--- src/rtl/i2c_slave_fsm.sv ---
// Simplified I2C-style slave clocked directly by SCL: address match with ACK,
// single-byte write into a data register and single-byte readback of it.
module i2c_slave_fsm #(
    parameter logic [6:0] SLAVE_ADDR = 7'b1010100,
    parameter logic [7:0] RESET_DATA = 8'h00
) (
    input  logic i2c_scl,
    input  logic reset_n,
    input  logic i2c_sda,
    output logic valid_address,
    output logic sda_out
);

    typedef enum logic [2:0] {
        IDLE      = 3'd0,
        ADDR      = 3'd1,
        RW        = 3'd2,
        ADDR_ACK  = 3'd3,
        WDATA     = 3'd4,
        WDATA_ACK = 3'd5,
        RDATA     = 3'd6,
        RDATA_ACK = 3'd7
    } state_e;

    state_e      state_q, state_d;
    logic [2:0]  bit_cnt_q, bit_cnt_d;
    logic [6:0]  addr_q, addr_d;
    logic [7:0]  rx_q, rx_d;
    logic [7:0]  data_q, data_d;
    logic        rw_q, rw_d;
    logic        valid_q, valid_d;
    logic        sda_q, sda_d;

    always_ff @(posedge i2c_scl or negedge reset_n) begin
        if (!reset_n) begin
            state_q   <= IDLE;
            bit_cnt_q <= 3'd0;
            addr_q    <= 7'd0;
            rx_q      <= 8'd0;
            data_q    <= RESET_DATA;
            rw_q      <= 1'b0;
            valid_q   <= 1'b0;
            sda_q     <= 1'b1;
        end else begin
            state_q   <= state_d;
            bit_cnt_q <= bit_cnt_d;
            addr_q    <= addr_d;
            rx_q      <= rx_d;
            data_q    <= data_d;
            rw_q      <= rw_d;
            valid_q   <= valid_d;
            sda_q     <= sda_d;
        end
    end

    always_comb begin
        state_d   = state_q;
        bit_cnt_d = bit_cnt_q;
        addr_d    = addr_q;
        rx_d      = rx_q;
        data_d    = data_q;
        rw_d      = rw_q;
        valid_d   = valid_q;
        sda_d     = sda_q;

        unique case (state_q)
            IDLE: begin
                // A low SDA sampled while idle stands in for a start condition.
                if (!i2c_sda) begin
                    state_d   = ADDR;
                    bit_cnt_d = 3'd6;
                end
            end
            ADDR: begin
                addr_d[bit_cnt_q] = i2c_sda;
                if (bit_cnt_q == 3'd0) begin
                    state_d = RW;
                end else begin
                    bit_cnt_d = bit_cnt_q - 3'd1;
                end
            end
            RW: begin
                rw_d = i2c_sda;
                if (addr_q == SLAVE_ADDR) begin
                    valid_d = 1'b1;
                    sda_d   = 1'b0;
                    state_d = ADDR_ACK;
                end else begin
                    state_d = IDLE;
                end
            end
            ADDR_ACK: begin
                bit_cnt_d = 3'd7;
                if (rw_q) begin
                    sda_d   = data_q[7];
                    state_d = RDATA;
                end else begin
                    sda_d   = 1'b1;
                    state_d = WDATA;
                end
            end
            WDATA: begin
                rx_d[bit_cnt_q] = i2c_sda;
                if (bit_cnt_q == 3'd0) begin
                    data_d  = rx_d;
                    sda_d   = 1'b0;
                    state_d = WDATA_ACK;
                end else begin
                    bit_cnt_d = bit_cnt_q - 3'd1;
                end
            end
            WDATA_ACK: begin
                sda_d   = 1'b1;
                valid_d = 1'b0;
                state_d = IDLE;
            end
            RDATA: begin
                if (bit_cnt_q == 3'd0) begin
                    sda_d   = 1'b1;
                    state_d = RDATA_ACK;
                end else begin
                    bit_cnt_d = bit_cnt_q - 3'd1;
                    sda_d     = data_q[bit_cnt_d];
                end
            end
            RDATA_ACK: begin
                // Master ACK/NACK is sampled but has no effect on a single-byte read.
                valid_d = 1'b0;
                state_d = IDLE;
            end
            default: begin
                state_d   = IDLE;
                bit_cnt_d = 3'd0;
                valid_d   = 1'b0;
                sda_d     = 1'b1;
            end
        endcase
    end

    assign valid_address = valid_q;
    assign sda_out       = sda_q;

endmodule

--- config.mk ---
export PLATFORM = sky130hd
export DESIGN_NAME = i2c_slave_fsm
export DESIGN_NICKNAME = d
export VERILOG_FILES = /design/src/rtl/i2c_slave_fsm.sv
export SDC_FILE = /design/constraint.sdc
export NUM_CORES = 1
export LEC_CHECK = 0
export ABC_AREA = 0
export CAP_MARGIN = 20
export CORE_MARGIN = 2
export CORE_UTILIZATION = 56
export CTS_CLUSTER_DIAMETER = 150
export DETAILED_ROUTE_END_ITERATION = 10
export DONT_BUFFER_PORTS = 1
export GPL_ROUTABILITY_DRIVEN = 0
export GPL_TIMING_DRIVEN = 0
export HOLD_SLACK_MARGIN = 0.02
export PLACE_DENSITY = 0.74
export SLEW_MARGIN = 20
export SYNTH_ARGS = -nofsm -noshare
export SYNTH_HDL_FRONTEND = slang
export SYNTH_SLANG_ARGS = --single-unit
--- constraint.sdc ---
create_clock -name i2c_scl -period 1.9 [get_ports i2c_scl]
set_clock_uncertainty 0.2 [all_clocks]
set_input_delay 0.285 -clock i2c_scl [delete_from_list [all_inputs] [get_ports i2c_scl]]
set_output_delay 0.285 -clock i2c_scl [all_outputs]
set_load 0.1 [all_outputs]
==> results of run 1 <==
## kinds of logic (layout without fill, tap and decap cells)
| logic type | after synthesis | after routing |
|---|---|---|
| muxes | 27 | 27 |
| adders and majority gates | 2 | 2 |
| xor gates and xnor gates | 1 | 1 |
| AOI/OAI and AO/OA | 26 | 26 |
| DFF | 32 | 32 |
| and+or+nand+nor | 59 | 59 |
| buffers and inverters | 17 | 34 |
## registers in the layout, indices dropped and copies added, names as in the netlist
name / flops
addr_q: 7
valid_address: 1
data_q: 8
rw_q: 1
bit_cnt_q: 3
sda_out: 1
rx_q: 8
state_q: 3
## per-stage QoR
stage	instances	power [mW]
global placement	208	2.33
detailed placement	208	2.36
finish	225	3.02
global route	225	3.22
CTS	221	2.88
floorplan	164	2.13
## cell type report
cell class              instances  share of cell area
repair buffers                 10              0.0476
multi-input cells             115               0.439
plain buffers                  11              0.0451
well taps                      44              0.0272
flip-flops and latches         32               0.397
inverters                       5              0.0154
clock buffers                   8              0.0290
## routing by layer
layer / routed length (um) / GRT usage / up-vias
li1: - / - / 611
met5: 0 / 0 / -
met1: 1430 / 0.278 / 642
met3: 299 / 0.0866 / 6
met2: 1860 / 0.368 / 58
met4: 43 / 0.0762 / 0
## power groups by stage
| stage | sequential [mW] | clock, mW | combinational [mW] |
|---|---|---|---|
| 6_report | 1.21 | 0.400 | 1.41 |
| 5_1_grt | 1.23 | 0.447 | 1.54 |
| 4_1_cts | 1.20 | 0.419 | 1.26 |
| 3_5_place_dp | 1.22 | 0 | 1.14 |
| 3_3_place_gp | 1.21 | 0 | 1.12 |
| 2_1_floorplan | 1.17 | 0 | 0.957 |
## placed cells by master, fill, tap and decap left out, drive strengths merged
cell         count
dfrtp           31
dfstp            1
nor2b            3
a21o             1
xnor2            1
or3              2
nand3b           1
mux4             2
a21oi            9
buf             16
inv              4
dlygate4sd3      2
clkinv           1
o311ai           1
o21a             2
ha               2
nor3b            1
a31oi            2
a2bb2oi          1
nand2b           4
mux2            20
nand4b           1
nor2            14
nand3            2
mux2i            5
clkbuf          11
nor3            11
and2             1
a31o             1
a211o            1
or2              1
a221oi           1
or3b             2
o21ai            3
o22ai            3
nand2           16
o32ai            1
## worst max-delay path: cells and delay by family, from the launching register on
kind / cells / cell delay, ns
muxes: 2 / 0.52
AOI/OAI and AO/OA: 1 / 0.22
adders and majority gates: 1 / 0.27
DFF: 1 / 0.41
and+or+nand+nor: 1 / 0.10
buffers and inverters: 2 / 0.18
## what timing repair did
item	in CTS	in global routing
endpoints found under the setup margin	11	12
pin swaps	0	2
setup buffers	2	5
resized for setup	10	7
hold buffers	3	0
hold endpoints to repair	33	0
## worst paths after layout
check	to	slack (ns)	start
setup / recovery	sda_out	-0.06	bit_cnt_q[0]
hold / removal	bit_cnt_q[0]	0.15	i2c_sda
setup reg to reg	sda_out	-0.06	bit_cnt_q[0]
hold reg to reg	rx_q[6]	0.29	rx_q[6]
max in group asynchronous	sda_out	1.09	reset_n
min in group asynchronous	rw_q	0.18	reset_n
==> reports/metrics.csv, run 1 <==
metric,value,unit
ys_ff_latch,32,
yosys.area_share.xor_xnor,0.00498,
vias_per_cell,5.85,
yosysMostFrequentCell,dfrtp_1,
fill_cells,230,
final_core_util,0.669,
holdWs,0.152,ns
drc,0,
wl_per_cell,16.2,um
worstPathRequired,1.98,ns
layout-drive-gt1-share,0.320,
power_density,1490,mW/mm^2
crit_path_start_kind,register,
rsz0062_at_grt,true,
crit_chain,buf_8 > clkinv_8 > ha_4 > mux4_2 > mux2i_1 > nor2_1 > a211o_1,
fp-row-count,20,
slowest_stage,dfrtp_2,
cts_tree,done,
synthFlopType,dfrtp_1,
period_needed,1.96,ns
pre_cts_ws,-0.157,ns
synthCells,164,
synth_mux_area_frac,0.186,
cpPeakStageDelay,0.41,ns
clock_sinks,32,
avgSynthCellArea,10.7,sq um
finalCritPeriodShare,1.03,
slew_violations,0,
status,finished with violations,
yosysUniqueCellTypes,47,
clockRootBuffer,clkbuf_4,
drtIter0Drc,168,
grt_max_degree,33,
dieArea,0.00360,sq mm
port-buffer-count,0,
synthSimpleGateAreaFrac,0.184,
setup.worst_path.class,reg2reg,
synth-edff-count,0,
yosysWarnings,0,
synth_compound_area_frac,0.0947,
synth_fa_ha_area_frac,0.0142,
fmax,510,MHz
min_path_type,in2reg,
vias,1317,
netlist.area_leader.share,0.441,
ios,5,
routed_wl,3.64,mm
setup_ws,-0.0599,ns
reg2regPathDepth,7,
relSlewSlack,0.386,
violations,setup timing,
synth_area_leaders,"dfrtp_1 44%, mux2_2 9.6%, nand2_1 3.4%",
async_flop_share,1.00,
multi_input_area,888,sq um
ant_nets,0,
critical_path.max_fanout,5,
power_frac_seq,0.399,
timing.setup.tns,-0.0599,ns
dr.pass1.iters,4,
switching_power,1.22,mW
seqCellArea,805,sq um
ir_drop,0.000698,V
end_kind,register,
grt_overflow,0,
nets,185,
die_w,60.0,um
yosysSeqAreaShare,0.456,
swShare,0.403,
antenna_found_initial,0,
clk_latency,0.34,ns
numCtsBuffers,5,
ys_top_cells_by_count,"31 x dfrtp_1, 16 x nand2_1, 15 x mux2_2",
clkPwrFrac,0.132,
core,0.00303,sq mm
finalInstanceArea,0.00203,sq mm
h-tree-depth,2,
path_clk_slew,0.10,ns
grt_pass1_wl,5.78,mm
synth_area,0.00176,sq mm
comb_power_share,0.468,
synth_top_family_by_area,multiplexers,
leakage,0.867,nW
num_antenna_cells,0,
placed_cell_area,0.00182,sq mm
grt_pass1_vias,1261,
tightest_slew,0.921,ns
setup_viol,1,
arrival,2.04,ns
intPower,1.80,mW
clock_path_buffers,2,
floorplan.initialDensity,0.581,
syn_nets,169,
maxCapViolCount,0,
synth_top_area_cell,dfrtp_1,
whs_path_depth,2,
dieHeight,60.0,um
grt_use_total,0.228,
syn_to_final_growth,15.2,%
finalHoldViolCount,0,
dp.final_hpwl,2.39,mm
Power figures use the tool's default switching activity.
==> run 2, diff against run 1 <==
--- a/config.mk
+++ b/config.mk
@@ -16,7 +16,7 @@
 export GPL_TIMING_DRIVEN = 0
 export HOLD_SLACK_MARGIN = 0.02
 export PLACE_DENSITY = 0.74
-export SLEW_MARGIN = 20
+export RECOVER_POWER = 100
 export SYNTH_ARGS = -nofsm -noshare
 export SYNTH_HDL_FRONTEND = slang
 export SYNTH_SLANG_ARGS = --single-unit
==> constraint.sdc (replaced) <==
create_clock -name i2c_scl -period 1.8 [get_ports i2c_scl]
set_clock_uncertainty 0.2 [all_clocks]
set_input_delay 0.27 -clock i2c_scl [delete_from_list [all_inputs] [get_ports i2c_scl]]
set_output_delay 0.27 -clock i2c_scl [all_outputs]
set_load 0.1 [all_outputs]
==> run 2 against run 1 <==
Compared with the run above:
- the flow still finishes with violations (setup timing)
- critical endpoint is now bit_cnt_q[2]
- fmax up 2.4%
- power is 12% higher
- clock power up 7.5%
- final area is 4.7% higher
- non-clock buffer count up 5
- worst setup slack worse by 0.054 ns
- largest power group unchanged
- global-route usage increased by 1.2 points
- critical path type unchanged
- die area stayed put
- flip-flop and latch count unchanged
==> reports/metrics.csv, run 2 (synthesized netlist as in run 1, its figures left out) <==
metric,value,unit
status,finished with violations,
violations,setup timing,
placed_cell_area,0.00185,sq mm
slowest_stage,dfrtp_2,
critical_path.max_fanout,4,
comb_power_share,0.489,
switching_power,1.39,mW
final_core_util,0.700,
grt_max_degree,33,
numCtsBuffers,5,
grt_use_total,0.240,
num_antenna_cells,0,
setup_ws,-0.114,ns
setup_viol,10,
leakage,0.869,nW
port-buffer-count,0,
core,0.00303,sq mm
rsz0062_at_grt,true,
path_clk_slew,0.11,ns
instances_no_fill,230,
floorplan.initialDensity,0.581,
ant_nets,0,
fp-row-count,20,
cpPeakStageDelay,0.44,ns
vias,1332,
dieHeight,60.0,um
dr.pass1.iters,4,
setup.worst_path.class,reg2reg,
power_frac_seq,0.383,
wl_per_cell,17.7,um
final_common_cell,dfrtp_1,
h-tree-depth,2,
routed_wl,4.07,mm
maxCapViolCount,0,
clkPwrFrac,0.128,
swShare,0.412,
intPower,1.98,mW
dieArea,0.00360,sq mm
layout-drive-gt1-share,0.430,
dp.final_hpwl,2.48,mm
ios,5,
timing.setup.tns,-0.430,ns
nets,190,
tightest_slew,0.797,ns
worstPathRequired,1.85,ns
clock_sinks,32,
placed_cells_incl_taps,208,
final_cell_mix,"28 x dfrtp_1, 15 x nand2_1, 12 x mux2_2",
die_w,60.0,um
pre_cts_ws,-0.216,ns
finalHoldViolCount,0,
crit_chain,buf_8 > inv_8 > ha_4 > or3b_4 > a21oi_2 > o22ai_2 > o21a_1,
period_needed,1.91,ns
grt_pass1_wl,6.08,mm
min_path_type,in2reg,
clock_path_buffers,2,
reg_top3,"data_q (8), rx_q (8), addr_q (7)",
vias_per_cell,5.79,
clk_latency,0.35,ns
cts_tree,done,
finalInstanceArea,0.00212,sq mm
crit_path_start_kind,register,
ir_drop,0.000604,V
antenna_found_initial,0,
fmax,522,MHz
relSlewSlack,0.469,
power_density,1590,mW/mm^2
drc,0,
clockRootBuffer,clkbuf_4,
grt_pass1_vias,1312,
drtIter0Drc,170,
finalCritPeriodShare,1.06,
grt_overflow,0,
end_kind,register,
syn_to_final_growth,20.6,%
arrival,1.96,ns
slew_violations,0,
[run 2: cell types whose count changed in the layout (fill, tap and decap cells not counted), sizes merged]
cell	before	now
buf	16	17
inv	4	5
clkinv	1	0
clkbuf	11	15
[run 2: worst paths after layout]
check	startpoint	to	slack, ns	cells past startpoint
setup / recovery	bit_cnt_q[0]	bit_cnt_q[2]	-0.11	7
hold / removal	i2c_sda	bit_cnt_q[0]	0.07	2
setup reg to reg	bit_cnt_q[0]	bit_cnt_q[2]	-0.11	7
hold reg to reg	rx_q[6]	rx_q[6]	0.30	1
max in group asynchronous	reset_n	valid_address	0.50	2
min in group asynchronous	reset_n	state_q[1]	0.34	2
[run 2: routing by layer]
| metal | vias to the layer above | GRT usage | routed length [um] |
|---|---|---|---|
| met5 | - | 0 | 0 |
| met4 | 0 | 0.121 | 110 |
| met3 | 13 | 0.0671 | 189 |
| met2 | 41 | 0.394 | 2060 |
| met1 | 658 | 0.285 | 1710 |
| li1 | 620 | - | - |
[run 2: area by class of cell]
cell class | count | area, sq um
clock buffer | 8 | 58.8
timing repair buffer | 16 | 130
fill | 212 | 907
buffer | 10 | 80.1
inverter | 5 | 28.8
tap | 44 | 55.1
multi-input combinational | 115 | 962
sequential | 32 | 806
[run 2: worst max-delay path: cells and delay by family, from the launching register on]
family	cells	cell delay (ns)
and+or+nand+nor	1	0.39
AOI/OAI and AO/OA	3	0.46
DFF	1	0.44
buffers and inverters	2	0.18
adders and majority gates	1	0.14
[run 2: power by group through the flow]
stage / registers (mW) / logic, mW / clock network, mW
final: 1.29 / 1.65 / 0.430
after global routing: 1.32 / 1.79 / 0.477
after CTS: 1.28 / 1.48 / 0.441
after detailed placement: 1.29 / 1.27 / 0
after global placement: 1.27 / 1.23 / 0
after floorplan: 1.24 / 1.05 / 0
[run 2: through the flow]
step | power (mW) | hold WS [ns]
6_report | 3.37 | 0.0685
5_1_grt | 3.58 | 0.123
4_1_cts | 3.19 | 0.104
3_5_place_dp | 2.56 | -0.225
3_3_place_gp | 2.50 | -0.225
2_1_floorplan | 2.29 | -0.226
[run 2: what timing repair did]
action	in CTS	in global routing
setup endpoints to repair	14	28
buffers inserted	7	6
pin swaps	1	5
endpoints found under the hold margin	33	0
resized for setup	16	24
hold buffers	3	0
